$ cat src/rtl/text_fetch_sequencer_if.sv
// Memory-side bus of the text fetch sequencer: text RAM read port and
// font ROM lookup port. The sequencer is the master; the RAM/ROM pair is
// the slave.
interface text_fetch_sequencer_if;
  logic [11:0] ram_addr;   // text RAM read address
  logic [7:0]  ram_data;   // character code, 1 clk after ram_addr
  logic [7:0]  rom_char;   // font ROM character select
  logic [3:0]  rom_yofs;   // font ROM glyph row 0-11
  logic [7:0]  rom_bits;   // glyph row, 1 clk after rom_char/rom_yofs

  modport master (
    output ram_addr,
    output rom_char,
    output rom_yofs,
    input  ram_data,
    input  rom_bits
  );

  modport slave (
    input  ram_addr,
    input  rom_char,
    input  rom_yofs,
    output ram_data,
    output rom_bits
  );
endinterface

$ cat src/rtl/text_fetch_sequencer.sv
// Text-mode character fetch sequencer.
// Turns the beam position into one text-RAM read and one font-ROM read per
// 8-pixel cell, serialises the glyph row MSB first and overlays a blinking
// underline cursor. Row tracking is done with line counters, no divider.
// Pipeline: S0 address, S1 RAM, S2 ROM select, S3 ROM, S4 shifter load.
module text_fetch_sequencer #(
  parameter int COLS      = 80,
  parameter int ROWS      = 40,
  parameter int H_DISPLAY = 640,
  parameter int V_DISPLAY = 480,
  parameter int BLINK_BIT = 4
) (
  input  logic                          clk,
  input  logic                          reset_n,
  input  logic [9:0]                    hpos,
  input  logic [9:0]                    vpos,
  text_fetch_sequencer_if.master        mem,
  input  logic [11:0]                   cursor_addr,
  input  logic                          cursor_en,
  output logic                          pixel,
  output logic                          pixel_de
);

  localparam logic [9:0]  LP_H_DISP    = 10'(H_DISPLAY);
  localparam logic [9:0]  LP_V_DISP    = 10'(V_DISPLAY);
  localparam logic [11:0] LP_COLS      = 12'(COLS);
  localparam logic [11:0] LP_LAST_BASE = 12'((ROWS - 1) * COLS);
  localparam logic [3:0]  LP_LAST_YOFS = 4'd11;

  // Side-band information that travels alongside each fetch.
  typedef struct packed {
    logic       fetch;  // this slot carries a real cell fetch
    logic       hit;    // cell is the cursor cell
    logic [3:0] yofs;   // glyph row the fetch was issued for
  } sideband_t;

  // Row tracking state
  logic [3:0]  r_yofs;
  logic [11:0] r_row_base;
  logic [7:0]  r_frame_cnt;

  // Pipeline state
  logic [11:0] r_ram_addr;
  logic [7:0]  r_rom_char;
  logic [3:0]  r_rom_yofs;
  sideband_t   r_sb0;
  sideband_t   r_sb1;
  sideband_t   r_sb2;
  sideband_t   r_sb3;
  logic [7:0]  r_shift;
  logic [4:0]  r_de;
  logic        r_armed;

  // Beam decode
  logic        w_active;
  logic        w_fetch;
  logic [11:0] w_addr;
  logic        w_hit;
  logic        w_line_end;
  logic        w_frame_end;
  logic        w_cursor_on;
  logic        w_de;

  assign w_active    = (hpos < LP_H_DISP) && (vpos < LP_V_DISP);
  assign w_fetch     = w_active && (hpos[2:0] == 3'd0);
  assign w_addr      = r_row_base + {5'd0, hpos[9:3]};
  assign w_hit       = cursor_en && (w_addr == cursor_addr);
  assign w_line_end  = (hpos == LP_H_DISP) && (vpos < LP_V_DISP);
  assign w_frame_end = (hpos == LP_H_DISP) && (vpos == LP_V_DISP);

  // Cursor underline: glyph rows 10 and 11 of the cursor cell, blinking.
  assign w_cursor_on = r_sb3.hit && r_frame_cnt[BLINK_BIT] &&
                       ((r_sb3.yofs == 4'd10) || (r_sb3.yofs == LP_LAST_YOFS));

  // Display enable only counts once a post-reset fetch has reached the
  // shifter, so a reset mid-line keeps the output dark until real data
  // arrives instead of reopening as soon as the beam is active again.
  assign w_de     = r_de[4] & r_armed;
  assign pixel_de = w_de;
  assign pixel    = r_shift[7] & w_de;

  assign mem.ram_addr = r_ram_addr;
  assign mem.rom_char = r_rom_char;
  assign mem.rom_yofs = r_rom_yofs;

  // Line/frame counters: glyph row, row base address and frame count.
  always_ff @(posedge clk or negedge reset_n) begin
    if (!reset_n) begin
      r_yofs      <= '0;
      r_row_base  <= '0;
      r_frame_cnt <= '0;
    end else if (w_frame_end) begin
      r_yofs      <= '0;
      r_row_base  <= '0;
      r_frame_cnt <= r_frame_cnt + 8'd1;
    end else if (w_line_end) begin
      if (r_yofs == LP_LAST_YOFS) begin
        r_yofs <= '0;
        if (r_row_base == LP_LAST_BASE) begin
          r_row_base <= '0;
        end else begin
          r_row_base <= r_row_base + LP_COLS;
        end
      end else begin
        r_yofs <= r_yofs + 4'd1;
      end
    end
  end

  // S0: issue the text-RAM read and capture the side-band for this slot.
  always_ff @(posedge clk or negedge reset_n) begin
    if (!reset_n) begin
      r_ram_addr <= '0;
      r_sb0      <= '0;
    end else begin
      if (w_fetch) begin
        r_ram_addr <= w_addr;
      end
      r_sb0 <= '{fetch: w_fetch, hit: w_hit, yofs: r_yofs};
    end
  end

  // S1-S3: side-band delay line matching the RAM and ROM latencies.
  always_ff @(posedge clk or negedge reset_n) begin
    if (!reset_n) begin
      r_sb1 <= '0;
      r_sb2 <= '0;
      r_sb3 <= '0;
    end else begin
      r_sb1 <= r_sb0;
      r_sb2 <= r_sb1;
      r_sb3 <= r_sb2;
    end
  end

  // S2: present the fetched character and its glyph row to the font ROM.
  always_ff @(posedge clk or negedge reset_n) begin
    if (!reset_n) begin
      r_rom_char <= '0;
      r_rom_yofs <= '0;
    end else if (r_sb1.fetch) begin
      r_rom_char <= mem.ram_data;
      r_rom_yofs <= r_sb1.yofs;
    end
  end

  // S4: load the glyph row (or the cursor bar) and shift it out MSB first.
  always_ff @(posedge clk or negedge reset_n) begin
    if (!reset_n) begin
      r_shift <= '0;
      r_armed <= 1'b0;
    end else if (r_sb3.fetch) begin
      r_shift <= w_cursor_on ? 8'hFF : mem.rom_bits;
      r_armed <= 1'b1;
    end else begin
      r_shift <= {r_shift[6:0], 1'b0};
    end
  end

  // Active-area flag delayed to line up with the shifter output.
  always_ff @(posedge clk or negedge reset_n) begin
    if (!reset_n) begin
      r_de <= '0;
    end else begin
      r_de <= {r_de[3:0], w_active};
    end
  end

endmodule
$ cat src/flat_wrapper.sv
// flat-port wrapper written by rule: the top's interface ports become plain ports
module text_fetch_sequencer_flat 
#(
  parameter int COLS      = 80,
  parameter int ROWS      = 40,
  parameter int H_DISPLAY = 640,
  parameter int V_DISPLAY = 480,
  parameter int BLINK_BIT = 4
)
  (clk, reset_n, hpos, vpos, cursor_addr, cursor_en, pixel, pixel_de, mem_ram_addr, mem_rom_char, mem_rom_yofs, mem_ram_data, mem_rom_bits);
  text_fetch_sequencer_if mem_i ();
  input  logic clk;
  input  logic reset_n;
  input  logic [9:0] hpos;
  input  logic [9:0] vpos;
  input  logic [11:0] cursor_addr;
  input  logic cursor_en;
  output logic pixel;
  output logic pixel_de;
  output wire logic [$bits(mem_i.ram_addr)-1:0] mem_ram_addr;
  output wire logic [$bits(mem_i.rom_char)-1:0] mem_rom_char;
  output wire logic [$bits(mem_i.rom_yofs)-1:0] mem_rom_yofs;
  input wire logic [$bits(mem_i.ram_data)-1:0] mem_ram_data;
  input wire logic [$bits(mem_i.rom_bits)-1:0] mem_rom_bits;
  assign mem_ram_addr = mem_i.ram_addr;
  assign mem_rom_char = mem_i.rom_char;
  assign mem_rom_yofs = mem_i.rom_yofs;
  assign mem_i.ram_data = mem_ram_data;
  assign mem_i.rom_bits = mem_rom_bits;
  text_fetch_sequencer #(.COLS(COLS), .ROWS(ROWS), .H_DISPLAY(H_DISPLAY), .V_DISPLAY(V_DISPLAY), .BLINK_BIT(BLINK_BIT)) u_core (.clk(clk), .reset_n(reset_n), .hpos(hpos), .vpos(vpos), .mem(mem_i), .cursor_addr(cursor_addr), .cursor_en(cursor_en), .pixel(pixel), .pixel_de(pixel_de));
endmodule
$ cat config.mk
export PLATFORM = sky130hd
export DESIGN_NAME = text_fetch_sequencer_flat
export DESIGN_NICKNAME = d
export VERILOG_FILES = /design/src/rtl/text_fetch_sequencer_if.sv /design/src/rtl/text_fetch_sequencer.sv /design/src/flat_wrapper.sv
export SDC_FILE = /design/constraint.sdc
export NUM_CORES = 1
export LEC_CHECK = 0
export ABC_AREA = 1
export BUFFER_PORTS_ARGS = -buffer_cell sky130_fd_sc_hd__buf_2
export CORE_ASPECT_RATIO = 1.25
export CORE_MARGIN = 2
export CORE_UTILIZATION = 54
export DETAILED_ROUTE_END_ITERATION = 8
export GPL_TIMING_DRIVEN = 0
export PLACE_DENSITY = 0.8
export SLEW_MARGIN = 15
export SYNTH_ARGS = -nofsm -noshare
export SYNTH_HDL_FRONTEND = slang
export SYNTH_SLANG_ARGS = --single-unit
$ cat constraint.sdc
create_clock -name clk -period 1.9 [get_ports clk]
set_input_delay 0.57 -clock clk [delete_from_list [all_inputs] [get_ports clk]]
set_output_delay 0.57 -clock clk [all_outputs]
set_load 0.05 [all_outputs]
* After elaboration in Yosys (flattened, before gate mapping) *
Cells that the tools add are included.

cells by class
  reduce and logical (&&, ||, !) cells = 12
  $add $sub $neg = 4
  bitwise logic cells = 2
  equality and inequality tests = 7
  $lt $le $gt $ge = 2
  muxes and demuxes = 9

operators by type and width
  kind                     count
  $mux W12                 4
  $mux W8                  2
  $add A12 B7 Y12          1
  $add A12 B7 Y12 const B  1
  $eq A12 B12 Y1           1
  $eq A12 B12 Y1 const B   1
  $eq A4 B4 Y1 const B     3
  $mux W4                  3
  $eq A10 B10 Y1 const B   1
  $eq A10 B9 Y1 const B    1
  $lt A10 B10 Y1 const B   1
  $lt A10 B9 Y1 const B    1
  $add A8 B1 Y8 const B    1
  $logic_and A1 B1 Y1      7
  $add A4 B1 Y4 const B    1
  $reduce_bool A2 Y1       2
  $logic_not A3 Y1         1
  $and A1 B1 Y1            2
  $reduce_and A2 Y1        1
  $logic_or A1 B1 Y1       1

word-level totals
  register bits after elaboration = 86
  output and inout port bits = 26
  word-level logic and storage cells = 57

* Depth between registers and ports, before layout *
  word-level depth = 5
  gate-level depth with buffers = 12

* Least setup slack after synthesis *
OpenSTA, ideal clock, no wires.

  path type = input port to flip-flop
  start point = input port hpos[9]
  end point = register u_core.r_sb0[4] (netlist bit)
  arrival = 1.646 ns
  data required time = 1.829 ns
  stages = 10
  buffers on the path = 0
  path slack = 0.183 ns
  cells stage by stage = ha_1 -> nand3_1 -> nand3_1 -> nand2_1 -> nand2_1 -> nand3_1 -> nand2_1 -> nor2_1 -> nand3_1 -> nor2_1

between the ends
  word-level cells in the longest chain between the ends = 3

RTL lines
  what                    RTL line                     source
  start: declaration      flat_wrapper.sv:14           input logic [9:0] hpos;
  $add A12 B7 Y12         text_fetch_sequencer.sv:66   assign w_addr = r_row_base + {5'd0, hpos[9:3]};
  $eq A12 B12 Y1          text_fetch_sequencer.sv:67   assign w_hit = cursor_en && (w_addr == cursor_addr);
  $logic_and A1 B1 Y1     text_fetch_sequencer.sv:67
  named net u_core.w_hit  text_fetch_sequencer.sv:58   logic w_hit;
  end signal: assignment  text_fetch_sequencer.sv:119  r_sb0 <= '{fetch: w_fetch, hit: w_hit, yofs: r_yofs};
  end: declaration        text_fetch_sequencer.sv:46   sideband_t r_sb0;

The timed path passes the listed nets, and every way through them passes these cells.
A chain may end at the register's enable or synchronous reset.

* Worst setup path in the final report *
  start point = register u_core.r_row_base[5]
  end point = register u_core.r_sb0[4] (netlist bit)

between the ends
  word-level cells in the longest chain between the ends = 3

RTL lines
  what                      RTL line                     source
  start: declaration        text_fetch_sequencer.sv:39   logic [11:0] r_row_base;
  start signal: assignment  text_fetch_sequencer.sv:102  r_row_base <= r_row_base + LP_COLS;
  $add A12 B7 Y12           text_fetch_sequencer.sv:66
  $eq A12 B12 Y1            text_fetch_sequencer.sv:67
  $logic_and A1 B1 Y1       text_fetch_sequencer.sv:67
  named net u_core.w_hit    text_fetch_sequencer.sv:58

The timed path passes the listed nets, and every way through them passes these cells.

==> flow_summary.toml <==
[detailed_routing]
drt-pass1-iter-count = 4
drt_wl_total_um = 6770
vias_per_cell = 4.87
first_iter_violations = 145
drc = 0
route.detailed.wl_per_inst_um = 12.0
antenna_left = 0
num_vias = 2747

[die]
num_rows = 32
die_w_um = 75.8
die_y_um = 93.7
core-area_sq_um = 6210
ios = 77
dieArea_sq_um = 7100
initial_core_util_pct = 56.0

[layout]
stdcell_count = 564
antenna_cells = 0
nNetsFinal = 532
utilization_pct = 68.3
drive_above_1_share_pct = 26.1
fill_cells = 461
syn_to_final_growth_pct = 21.9

[worst_setup_path]
cp_max_fo = 4
r2r_slack_ns = 0.16
r2r-start = "u_core.r_row_base[5]"
crit_family = "simple AND/OR/NAND/NOR gates"
start_kind = "register"
path_common_cell = "nor2_1"
cp.required_ns = 2.17
path_buf_inv = 0
timing.critical_path.from = "u_core.r_row_base[5]"
arrival_ns = 2.01
endpoint_kind = "register"
cpPeakStageDelay_ns = 0.42
worst-setup-path-type = "reg -> reg"
path_cells = "ha_1, or2_2, nand3b_1, nand2_1, nor2_1, nand2_1, nor2_1, nand3_1, nor2_1"
slowest_stage = "dfrtp_1"

[power]
power_frac_comb_pct = 17.9
pwr-share-clk_pct = 35.2
pwr-share-seq_pct = 47.0
p_per_area_nw_per_um2 = 905
p_sw_mw = 1.12
peakVddDrop_mv = 0.456
p_leak_nw = 2.25
p_int_mw = 2.72
sw_frac_of_total_pct = 29.2
power_mw = 3.84

[clocking]
cts_root_buf = "clkbuf_8"
cts-htree-levels = 3
cts-buffers-inserted = 9
clkTransAtPathRegs_ns = 0.08
clkSinkCount = 77
clk_latency_ns = 0.35
cts_hold_buf = 0
cts_tree = "yes"
clockBufferDepth = 2

[synthesis]
syn_inst = 387
async_flop_share_pct = 100
ys_warn_count = 0
ys_types = 31
synth_area_sq_um = 3480
synth_seq_area_share_pct = 55.4
syn_area_per_cell_sq_um = 8.99
yosysMostFrequentCell = "nand2_1"
synth.area.top_cells = "dfrtp_1 (55%), nand2_1 (11%), nor2_1 (5.4%)"
synth_top_cell_area_share_pct = 55.4
synth_ff_type = "dfrtp_1"
ys_seq_elements = 77
yosys-top-cells-count = "nand2_1 (102), dfrtp_1 (77), nor2_1 (50)"
synth.net_count = 444
yosys.area.top_type = "dfrtp_1"
synth_edf_count = 0

[timing]
fin_ws_ns = 0.163
tightest_slew_ns = 0.539
final-hold-violation-count = 0
finalCriticalPeriod_ns = 1.74
rsz0062_at_grt = "no"
drv_slew = 0
setup_tns_ns = 0
fmax_ghz = 0.576
slew-limit-headroom_pct = 64.1
setup_violations = 0
clock_skew_ns = 0.00673
fin_crit_sh_pct = 91.4

[placed_design]
placed_cells_incl_taps = 549
pre_cts_ws_ns = -0.197
gp_congestion = 0.889
io_buffers = 76
dp_hpwl_um = 5060

[grt]
first_global_vias = 2696
antenna_found_initial = 0
grt_use_total_pct = 21.2
grt_max_degree = 64
grt_pass1_wl_um = 11400
overflow = 0

[job]
drv_cap = 0

[status]
status = "complete, no violations"

[worst_hold_path]
min_path_type = "in -> async"
-- final cells by class --
class	instances	area (sq um)	share of cell area, %
well taps	85	106	2.51
plain buffers	5	25.0	0.590
multi-input cells	261	1390	32.7
flip-flops and latches	77	1930	45.4
repair buffers	77	410	9.68
clock buffers	10	138	3.24
inverters	44	165	3.89
clock inverters	5	85.1	2.01
-- registers in the layout, summed over array words and instances, names as in the netlist --
register             cells
u_core.mem.ram_addr     12
u_core.mem.rom_char      8
u_core.mem.rom_yofs      4
u_core.r_armed           1
u_core.r_de              5
u_core.r_frame_cnt       5
u_core.r_row_base        8
u_core.r_sb0             6
u_core.r_sb1             6
u_core.r_sb2             5
u_core.r_sb3             5
u_core.r_shift           8
u_core.r_yofs            4
-- cells by family (layout without fill, tap and decap cells) --
family	after synthesis	in the layout	synth area share, %
muxes	12	12	3.88
and+or+nand+nor	203	203	25.1
DFF	77	77	55.4
adders and majority gates	6	6	2.16
xor gates and xnor gates	13	13	3.27
buffers and inverters	49	141	5.47
AOI/OAI and AO/OA	27	27	4.75
-- power groups by stage --
stage	clock, mW	sequential (mW)	combinational, mW
floorplan	0	2.14	0.160
global placement	0	1.83	0.670
detailed placement	0	1.84	0.690
CTS	1.38	1.81	0.690
global route	1.45	1.82	0.745
finish	1.35	1.80	0.686
-- path summary, 6_finish.rpt --
kind,to,depth (start not counted)
setup / recovery,u_core.r_sb0[4],9
hold / removal,u_core.mem.rom_char[7],1
setup reg to reg,u_core.r_sb0[4],9
hold reg to reg,u_core.r_sb1[2],0
max in group asynchronous,u_core.mem.ram_addr[2],2
min in group clk,u_core.r_sb1[2],0
-- placed cells by master (no fill, tap or decap), types with 6 or more instances in the layout --
master / instances
nand2_1: 102
buf_2: 77
dfrtp_1: 77
nor2_1: 50
inv_1: 43
nand3_1: 27
mux2_2: 12
clkbuf_8: 10
o21ai_0: 9
a21oi_1: 8
nand4_1: 7
xor2_1: 7
xnor2_1: 6
-- per-layer routing --
layer	GRT usage [%]	part of all wire, %	vias to the layer above
met3	3.33	3.4	12
met2	37.3	53	52
met1	24.3	42	1279
li1	-	-	1404
met5	0	0	-
met4	10.4	2.3	0
-- what timing repair did --
item / CTS / global route
gates resized for setup: 0 / 3
setup buffers: 0 / 0
endpoints found under the setup margin: 0 / 4
-- per-stage QoR --
stage / hold WS [ns] / cell area (sq um)
after floorplan: 0.274 / 3480
after global placement: 0.332 / 3970
after detailed placement: 0.335 / 4000
after CTS: 0.0574 / 4220
after global routing: 0.0603 / 4240
final: 0.0661 / 4240
Power figures use the tool's default switching activity.
